==> src/rtl/cplx_pkg.sv <==
// Shared definitions for the complex-number execution unit: opcodes, instruction
// field positions, sequencer states and the 4-bit signed saturation helper.
package cplx_pkg;

  localparam logic [1:0] OP_ADD = 2'b00;
  localparam logic [1:0] OP_SUB = 2'b01;
  localparam logic [1:0] OP_MUL = 2'b10;
  localparam logic [1:0] OP_RSV = 2'b11;

  localparam int unsigned OpHi  = 19;
  localparam int unsigned OpLo  = 18;
  localparam int unsigned Rs1Hi = 17;
  localparam int unsigned Rs1Lo = 12;
  localparam int unsigned Rs2Hi = 11;
  localparam int unsigned Rs2Lo = 6;
  localparam int unsigned RdHi  = 5;
  localparam int unsigned RdLo  = 0;

  typedef enum logic [2:0] {
    StIdle, StRead, StLoad, StExec, StMul, StWrite, StDone
  } state_e;

  // Clamp a widened signed intermediate into a 4-bit signed nibble.
  function automatic logic [3:0] sat4(input logic signed [8:0] v);
    if (v > 9'sd7)  return 4'h7;
    if (v < -9'sd8) return 4'h8;
    return v[3:0];
  endfunction

endpackage

==> src/rtl/cplx_mul4.sv <==
// Combinational 4x4 signed multiplier producing a full-precision 8-bit product.
module cplx_mul4 (
  input  logic [3:0] a,
  input  logic [3:0] b,
  output logic [7:0] p
);

  logic signed [7:0] a_ext;
  logic signed [7:0] b_ext;

  // An 8-bit product of two sign-extended nibbles never overflows.
  assign a_ext = {{4{a[3]}}, a};
  assign b_ext = {{4{b[3]}}, b};
  assign p     = a_ext * b_ext;

endmodule

==> src/rtl/complex_exec_unit.sv <==
// Instruction sequencer and complex ALU in front of the 64x8 data memory: reads rs1/rs2,
// computes add/sub/mul on packed {re,im} nibbles with saturation and writes back to rd.
module complex_exec_unit
  import cplx_pkg::*;
#(
  parameter int unsigned ADDR_W = 6,
  parameter int unsigned DATA_W = 8
) (
  input  logic                clk,
  input  logic                rst,
  input  logic                instr_valid,
  input  logic [2+3*ADDR_W-1:0] instr,
  output logic                instr_ready,
  output logic                done,
  output logic                err,
  output logic                mem_enable,
  output logic                mem_write,
  output logic [ADDR_W-1:0]   mem_read_address1,
  output logic [ADDR_W-1:0]   mem_read_address2,
  output logic [ADDR_W-1:0]   mem_write_address,
  output logic [DATA_W-1:0]   mem_in_data,
  input  logic [DATA_W-1:0]   mem_out_data1,
  input  logic [DATA_W-1:0]   mem_out_data2
);

  localparam int unsigned InstrW = 2 + 3 * ADDR_W;

  state_e                   state_q, state_d;
  logic [InstrW-1:0]        instr_q, instr_d;
  logic [DATA_W-1:0]        opa_q, opa_d, opb_q, opb_d;
  logic [1:0]               cnt_q, cnt_d;
  logic signed [8:0]        re_acc_q, re_acc_d, im_acc_q, im_acc_d;

  logic                     ready_q, ready_d, done_q, done_d, err_q, err_d;
  logic                     enable_q, enable_d, write_q, write_d;
  logic [ADDR_W-1:0]        ra1_q, ra1_d, ra2_q, ra2_d, wa_q, wa_d;
  logic [DATA_W-1:0]        wdata_q, wdata_d;

  logic [1:0]               op;
  logic signed [8:0]        a_re, a_im, b_re, b_im, sum_re, sum_im, prod9;
  logic [3:0]               mul_x, mul_y;
  logic [7:0]               prod;

  assign op   = instr_q[OpHi:OpLo];
  assign a_re = {{5{opa_q[7]}}, opa_q[7:4]};
  assign a_im = {{5{opa_q[3]}}, opa_q[3:0]};
  assign b_re = {{5{opb_q[7]}}, opb_q[7:4]};
  assign b_im = {{5{opb_q[3]}}, opb_q[3:0]};

  assign sum_re = (op == OP_SUB) ? a_re - b_re : a_re + b_re;
  assign sum_im = (op == OP_SUB) ? a_im - b_im : a_im + b_im;

  // Multiplier schedule by cycle: 0 -> ac, 1 -> bd, 2 -> ad, 3 -> bc.
  assign mul_x = (cnt_q == 2'd0 || cnt_q == 2'd2) ? opa_q[7:4] : opa_q[3:0];
  assign mul_y = (cnt_q == 2'd0 || cnt_q == 2'd3) ? opb_q[7:4] : opb_q[3:0];
  assign prod9 = {prod[7], prod};

  cplx_mul4 u_mul (
    .a(mul_x),
    .b(mul_y),
    .p(prod)
  );

  always_comb begin
    state_d  = state_q;
    instr_d  = instr_q;
    opa_d    = opa_q;
    opb_d    = opb_q;
    cnt_d    = cnt_q;
    re_acc_d = re_acc_q;
    im_acc_d = im_acc_q;
    ra1_d    = '0;
    ra2_d    = '0;
    wa_d     = '0;
    wdata_d  = '0;
    unique case (state_q)
      StIdle: begin
        if (instr_valid) begin
          state_d = StRead;
          instr_d = instr;
          ra1_d   = instr[Rs1Hi:Rs1Lo];
          ra2_d   = instr[Rs2Hi:Rs2Lo];
        end
      end
      StRead: state_d = StLoad;
      StLoad: begin
        opa_d    = mem_out_data1;
        opb_d    = mem_out_data2;
        cnt_d    = '0;
        re_acc_d = '0;
        im_acc_d = '0;
        unique case (op)
          OP_ADD, OP_SUB: state_d = StExec;
          OP_MUL:         state_d = StMul;
          default:        state_d = StDone;
        endcase
      end
      StExec: begin
        state_d = StWrite;
        wa_d    = instr_q[RdHi:RdLo];
        wdata_d = {sat4(sum_re), sat4(sum_im)};
      end
      StMul: begin
        cnt_d = cnt_q + 2'd1;
        unique case (cnt_q)
          2'd0: re_acc_d = prod9;
          2'd1: re_acc_d = re_acc_q - prod9;
          2'd2: im_acc_d = prod9;
          default: begin
            state_d = StWrite;
            wa_d    = instr_q[RdHi:RdLo];
            wdata_d = {sat4(re_acc_q), sat4(im_acc_q + prod9)};
          end
        endcase
      end
      StWrite: state_d = StDone;
      StDone:  state_d = StIdle;
      default: state_d = StIdle;
    endcase
    // Outputs are registered from the next state so they line up with it.
    ready_d  = (state_d == StIdle);
    enable_d = (state_d == StRead) || (state_d == StWrite);
    write_d  = (state_d == StWrite);
    done_d   = (state_d == StDone);
    err_d    = (state_d == StDone) && (op == OP_RSV);
  end

  always_ff @(posedge clk or negedge rst) begin
    if (!rst) begin
      state_q  <= StIdle;
      instr_q  <= '0;
      opa_q    <= '0;
      opb_q    <= '0;
      cnt_q    <= '0;
      re_acc_q <= '0;
      im_acc_q <= '0;
      ready_q  <= 1'b1;
      done_q   <= 1'b0;
      err_q    <= 1'b0;
      enable_q <= 1'b0;
      write_q  <= 1'b0;
      ra1_q    <= '0;
      ra2_q    <= '0;
      wa_q     <= '0;
      wdata_q  <= '0;
    end else begin
      state_q  <= state_d;
      instr_q  <= instr_d;
      opa_q    <= opa_d;
      opb_q    <= opb_d;
      cnt_q    <= cnt_d;
      re_acc_q <= re_acc_d;
      im_acc_q <= im_acc_d;
      ready_q  <= ready_d;
      done_q   <= done_d;
      err_q    <= err_d;
      enable_q <= enable_d;
      write_q  <= write_d;
      ra1_q    <= ra1_d;
      ra2_q    <= ra2_d;
      wa_q     <= wa_d;
      wdata_q  <= wdata_d;
    end
  end

  assign instr_ready       = ready_q;
  assign done              = done_q;
  assign err               = err_q;
  assign mem_enable        = enable_q;
  assign mem_write         = write_q;
  assign mem_read_address1 = ra1_q;
  assign mem_read_address2 = ra2_q;
  assign mem_write_address = wa_q;
  assign mem_in_data       = wdata_q;

endmodule

==> config.mk <==
export PLATFORM = sky130hd
export DESIGN_NAME = complex_exec_unit
export DESIGN_NICKNAME = d
export VERILOG_FILES = /design/src/rtl/cplx_pkg.sv /design/src/rtl/cplx_mul4.sv /design/src/rtl/complex_exec_unit.sv
export SDC_FILE = /design/constraint.sdc
export NUM_CORES = 1
export LEC_CHECK = 0
export ABC_CLOCK_PERIOD_IN_PS = 18800
export BUFFER_PORTS_ARGS = -buffer_cell sky130_fd_sc_hd__buf_2
export CAP_MARGIN = 20
export CORE_ASPECT_RATIO = 1.2
export CORE_MARGIN = 4
export CORE_UTILIZATION = 40
export CTS_CLUSTER_DIAMETER = 50
export DETAILED_ROUTE_END_ITERATION = 6
export GPL_TIMING_DRIVEN = 0
export PLACE_DENSITY = 0.56
export SYNTH_ARGS = -nofsm -noshare
export SYNTH_HDL_FRONTEND = slang
export SYNTH_SLANG_ARGS = --single-unit
==> constraint.sdc <==
create_clock -name clk -period 18.8 [get_ports clk]
set_input_delay 3.76 -clock clk [delete_from_list [all_inputs] [get_ports clk]]
set_output_delay 3.76 -clock clk [all_outputs]
set_load 0.05 [all_outputs]
=== Word-level counts from Yosys, hierarchy flattened ===
Index checks and enable logic that the tools add are counted.

* Logic and storage cells: 123
* Input port bits: 39
* Output and inout port bits: 31
* Flip-flop bits (word level): 90

* Reduce and logical (&&, ||, !) cells: 14
* $mul: 1
* Order comparisons: 8
* Muxes and demuxes: 61
* Equal/unequal tests: 16
* Add/subtract/negate cells: 7

{| class="wikitable"
|+ Operator list
! operator !! count
|-
| 4-bit 2-to-1 mux || 18
|-
| 9-bit one-hot mux with 2 select lines || 3
|-
| 9-bit by 4-bit > comparator with 1-bit output, second input constant || 4
|-
| 9-bit by 4-bit < comparator with 1-bit output, second input constant || 4
|-
| 6-bit 2-to-1 mux || 5
|-
| 9-bit 2-to-1 mux || 3
|-
| 1-bit 2-to-1 mux || 24
|-
| 3-bit one-hot mux with 6 select lines || 1
|-
| 8-bit one-hot mux with 2 select lines || 1
|-
| 3-bit equality test, second input constant || 4
|-
| 6-bit one-hot mux with 2 select lines || 1
|-
| 4-bit by 4-bit adder with 5-bit output || 2
|-
| 4-bit by 4-bit subtractor with 5-bit output || 2
|-
| 9-bit by 8-bit adder with 9-bit output || 1
|-
| 9-bit by 8-bit subtractor with 9-bit output || 1
|-
| 2-bit equality test, second input constant || 4
|-
| 4-bit by 4-bit multiplier with 8-bit output || 1
|-
| 8-bit 2-to-1 mux || 1
|-
| 3-bit by 1-bit equality test with 1-bit output, second input constant || 2
|-
| 3-bit by 2-bit equality test with 1-bit output, second input constant || 2
|-
| 3-bit logical NOT || 2
|-
| 3-bit 2-to-1 mux || 2
|-
| 3-bit one-hot mux with 2 select lines || 1
|-
| 2-bit AND reduction || 3
|-
| 11 further kinds || 15
|}

=== Logic depth before layout (Yosys ltp) ===
* Word-level depth: 16
* Gate-level depth with buffers: 24
* Depth with buffers taken out: 24

=== Modules after synthesis ===
A second synthesis with hierarchy kept.

* Cell total of the unflattened synthesis: 489
* Area, all modules: 4,894.7 um^2

{| class="wikitable"
|+ Modules (own cells, without submodules)
! module !! cells each !! instances !! seq. area each (um^2) !! area an instance (um^2)
|-
| complex_exec_unit || 422 || 1 || 1,928.1 || 4,299.1
|-
| cplx_mul4 || 67 || 1 || 0.0 || 595.6
|}

=== Worst setup path after synthesis ===
No wires, ideal clock.

* Path kind: register to register
* From: register cnt_q[0]
* To: register wdata_q[0], in the netlist mem_in_data[0]
* Library setup time: 142 ps
* Period minus slack after synthesis: 6,450 ps
* Stages on the path, launching flop included: 24
* Slack: 12,350 ps
* Buffers on the path: 0
* Arrival time: 6,307 ps
* Data required time: 18,658 ps
* Path through: dfrtp_1 inv_1 ha_1 nor2_1 mux2i_1 or2_2 fa_1 fa_1 fa_1 inv_1 ha_1 fa_1 a21o_1 a21oi_1 xnor2_1 xnor2_1 inv_1 ha_1 or2b_2 mux2i_1 or4_1 or4_1 a32oi_1 o221ai_1

* Cells in the longest elaborated chain, start to end: 14
* Elaborated cells between the ends (all ways): 25
* Those cells by class: 1 x add/sub; 1 x mul; 2 x order compare; 3 x eq/ne; 14 x mux; 4 x reduce/logical

{| class="wikitable"
|+ Ends and longest elaborated chain
! item !! line !! text
|-
| start: declaration || complex_exec_unit.sv:31 || <nowiki>logic [1:0] cnt_q, cnt_d;</nowiki>
|-
| start signal: assignment || complex_exec_unit.sv:151 || <nowiki>cnt_q <= cnt_d;</nowiki>
|-
| 2-bit equality test, or another cell as far along || complex_exec_unit.sv:54, complex_exec_unit.sv:105 ||
|-
| 1-bit logical OR (on tied branches) || complex_exec_unit.sv:54, complex_exec_unit.sv:55 ||
|-
| 4-bit 2-to-1 mux (on tied branches) || complex_exec_unit.sv:54, complex_exec_unit.sv:55 ||
|-
| 4-bit by 4-bit multiplier with 8-bit output || cplx_mul4.sv:14 || <nowiki>assign p = a_ext * b_ext;</nowiki>
|-
| 9-bit by 8-bit adder with 9-bit output || complex_exec_unit.sv:112 || <nowiki>wdata_d = {sat4(re_acc_q), sat4(im_acc_q + prod9)};</nowiki>
|-
| 9-bit by 4-bit < comparator with 1-bit output || cplx_pkg.sv:26 || <nowiki>if (v < -9'sd8) return 4'h8;</nowiki>
|-
| 1-bit 2-to-1 mux (2 in series) || cplx_pkg.sv:26 ||
|-
| 1-bit 2-to-1 mux || complex_exec_unit.sv:105 || <nowiki>unique case (cnt_q)</nowiki>
|-
| 1-bit 2-to-1 mux || complex_exec_unit.sv:76 || <nowiki>unique case (state_q)</nowiki>
|-
| 4-bit 2-to-1 mux || cplx_pkg.sv:27 || <nowiki>return v[3:0];</nowiki>
|-
| 4-bit 2-to-1 mux || cplx_pkg.sv:26 ||
|-
| 8-bit 2-to-1 mux * || complex_exec_unit.sv:105 ||
|-
| 8-bit one-hot mux with 2 select lines * || complex_exec_unit.sv:76 ||
|-
| net wdata_d[0] || complex_exec_unit.sv:37 || <nowiki>logic [DATA_W-1:0] wdata_q, wdata_d;</nowiki>
|-
| end signal: assignment || complex_exec_unit.sv:162 || <nowiki>wdata_q <= wdata_d;</nowiki>
|-
| end: declaration || complex_exec_unit.sv:37 ||
|}

Mark *: on every way through the listed nets, which the timed path passes. The rest lies on a longest branch. The select of a mux whose other input is x is not followed.
A chain may end at the register's enable or synchronous reset.

=== Final worst setup path ===
* From: register cnt_q[0]
* To: register wdata_q[2], in the netlist mem_in_data[2]

The elaborated chain is that of the path after synthesis.

==> impl_results.md <==
* WP data required at 19.00 ns
* Main synth FF type: dfrtp_1
* GR Layer Usage met3 at approximately 4.3%
* Synthesized instance count at 475
* Num ports at 70
* Fmax at 135 MHz
* Gpl congestion at 0.844
* Die Span Y at 129 µm
* Synth warn at 0
* CP cell instances: inv_1 -> ha_1 -> nor2_1 -> mux2i_1 -> or2_2 -> fa_1 -> fa_1 -> fa_1 -> inv_1 -> ha_1 -> fa_1 -> a21o_1 -> a21oi_1 -> xnor2_1 -> xnor2_1 -> inv_1 -> ha_1 -> or2b_2 -> mux2i_1 -> or4_1 -> or4_1 -> a32oi_1 -> o221ai_1
* FF+latch count, synth at just under 80
* Critical path peak fanout at 6
* Run status: completed
* Tmin final at about 7.4 ns
* DRT iter0 DRCs at 146
* Wirelength per Cell at approximately 15 µm
* FF-to-FF setup slack at ~11 ns
* Share of cells above drive strength 1 at 23.4%
* Critical Path Start Type: flop
* Total wire length at between 10 and 15 mm
* Die Wd at 109 µm
* Maxcap violations at 0
* Dpl hpwl at 8.61 mm
* Critical path class: flop to flop
* Clock-pin slew of the registers on the worst-case setup and hold paths at approximately 0.07 ns
* Netlist cell types at 53
* Vias in the first global route at 3838
* Fin nets at 650
* Max clock buf depth at 2
* Vias per cell at 5.06
* Synthesis-to-layout area growth at 18.1%
* GRT Total Usage at 17.1%
* WP data arrival at 7.60 ns
* # diodes at 0
* Syn Area/Cell at about 10 µm²
* Row count at 43
* Grt total ovfl at 0
* Slowest stage cell, crit path: or4_1
* Most Used Layer, Global Route: met2
* Clock sinks at 77
* Vias at about 3600
* DRT Pass-1 Iters at 4
* Drt drc at 0
* H-tree levels at 3
* Num CTS Buffers at 9
* Ys async rst share at 100%
* Max-slew violations at 0
* Skew final at about 0.0096 ns
* CTS root buffer: clkbuf_16
* Setup-failing EPs final at 0
* Synth Cell Area at between 4000 and 5000 µm²
* Post-CTS setup buffer count at 0
* HP Class: flop to flop
* Pin count of the biggest net entering global routing at 50
* Max-slew headroom at 53.2%
* Net Count, Synth at between 500 and 600
* Sequential share of the synthesized area at 39.7%
* CP Capture Type: flop
* CTS tree: done
* Port-buffer cells at approximately 70
* Worst-Margin Slew at 0.685 ns
* Most used cell, CP: fa_1
* Setup TNS at 0 ns
* Fin. Hold Viols at 0
* Post-synth EDFFs at 0
* Final clock period utilization by the worst path at around two fifths
* Worst skew pair latency at 0.35 ns
* Cts repair resizes at 0
* Hold Buf Count CTS at 0
* RSZ-0062 raised after global routing: false
* Initial core utilization at roughly two fifths
* M2 GR Usage at about 29%
* Initial antenna violation count at 0
* DRT antenna net count at 0
* Met1 usage at a little over a fifth
* First-pass GRT wire length at around 19 mm
* DIE AREA at between 10000 and 15000 µm²
* Largest stage delay, worst path at 0.59 ns
* Placeable Area at 11700 µm²
-- placed cells by master, fill, tap and decap left out, types with 2 or more instances in the layout --
cell       synthesis  routed
inv_6              0       3
o221ai_1           2       2
o311ai_0           3       3
or4_1              2       2
nand2_1           15      15
or3_1              2       2
dfrtp_1           76      76
nor2b_1           12      12
mux2_2            28      28
and3_1             3       3
nor3b_1            2       2
buf_2              0      68
o21ai_0           36      36
clkinv_8           0       2
nor3_1             8       8
ha_1              41      41
o21ai_1            2       2
a21o_1             7       7
nand3_1           19      19
clkbuf_1          10      10
a211oi_1           2       2
a31oi_1            3       3
xnor2_1           21      21
nand2b_1           3       3
inv_1             46      46
mux2i_1           11      11
nor2_1            27      27
or2_2              4       4
fa_1              14      14
inv_8              0       2
and2b_2            2       2
o21bai_1           2       2
a21oi_1           26      26
clkbuf_16          0       9
and2_2             2       2
xor2_1             8       8
and2_1            15      15
-- area by class of cell --
type | instances | area [µm²]
well taps | 157 | 196
repair buffers | 70 | 375
inverters | 46 | 173
fillers | 1133 | 5990
clock inverters | 7 | 81.3
multi-input cells | 340 | 2710
plain buffers | 12 | 51.3
clock buffers | 9 | 225
flip-flops and latches | 77 | 1930
-- layer usage --
metal  vias up  part of all wire (%)
met5         -                     0
met4         0                   2.2
met3        15                   5.3
met2        74                    50
met1      1753                    42
li1       1789                     -
-- critical path: cells and delay by family (launching register included) --
kind                       cells  cell delay, ns
and+or+nand+nor                5            2.15
adders and majority gates      7            2.74
xor gates and xnor gates       2            0.64
muxes                          2            0.31
DFF                            1            0.44
buffers and inverters          3            0.24
AOI/OAI and AO/OA              4            0.75
-- worst paths after layout --
kind,startpoint,endpoint,cells after the start
max in group asynchronous,rst,instr_ready,2
worst max register to register,cnt_q[0],mem_in_data[2],23
worst max-delay path,cnt_q[0],mem_in_data[2],23
worst min-delay path,instr_q[2],mem_write_address[2],1
min in group asynchronous,rst,re_acc_q[6],1
worst min register to register,instr_q[2],mem_write_address[2],1
-- synth_stat cells, types with 3 or more instances --
| cell | count | area (µm²) |
|---|---|---|
| mux2_2 | 28 | 315 |
| and3_1 | 3 | 18.8 |
| inv_1 | 46 | 173 |
| xor2_1 | 8 | 70.1 |
| nor2b_1 | 12 | 75.1 |
| nand2b_1 | 3 | 18.8 |
| a31oi_1 | 3 | 18.8 |
| a21o_1 | 7 | 52.6 |
| and2_1 | 15 | 93.8 |
| nand2_1 | 15 | 56.3 |
| clkbuf_1 | 10 | 37.5 |
| mux2i_1 | 11 | 110 |
| dfrtp_1 | 76 | 1900 |
| nor3_1 | 8 | 40.0 |
| o311ai_0 | 3 | 26.3 |
| a21oi_1 | 26 | 130 |
| o21ai_0 | 36 | 180 |
| nand3_1 | 19 | 95.1 |
| xnor2_1 | 21 | 184 |
| nor2_1 | 27 | 101 |
| fa_1 | 14 | 280 |
| or2_2 | 4 | 25.0 |
| ha_1 | 41 | 513 |
-- kinds of logic after synthesis --
group / after synthesis / share of synthesized area (%)
flip-flops: 77 / 39.7
buffers and inverters: 58 / 4.61
AO/OA/AOI/OAI: 92 / 11.2
XOR/XNOR: 30 / 5.74
adder cells (fa/ha/maj): 56 / 16.5
multiplexers: 39 / 8.75
AND/OR/NAND/NOR: 123 / 13.5
-- state kept, by name, indices dropped and copies added, names as in the netlist --
signal,flops
instr_ready,1
mem_read_address2,6
opb_q,8
err,1
im_acc_q,8
mem_read_address1,6
mem_write,1
cnt_q,2
state_q,3
mem_write_address,6
re_acc_q,9
mem_enable,1
instr_q,8
mem_in_data,8
opa_q,8
done,1
-- stage by stage --
step	util, %	hold WS (ns)	setup slack, ns	area (µm²)	instances
finish	48.9	0.493	11.39	5740	718
CTS	48.9	0.494	11.31	5740	718
floorplan	-	0.460	12.35	4860	475
global route	48.9	0.522	10.92	5740	718
global placement	46.1	0.469	11.50	5400	701
detailed placement	46.3	0.476	11.36	5430	702
Power is not shown: default switching activity piles up to over one toggle a cycle in this logic, so the estimate is an artifact.
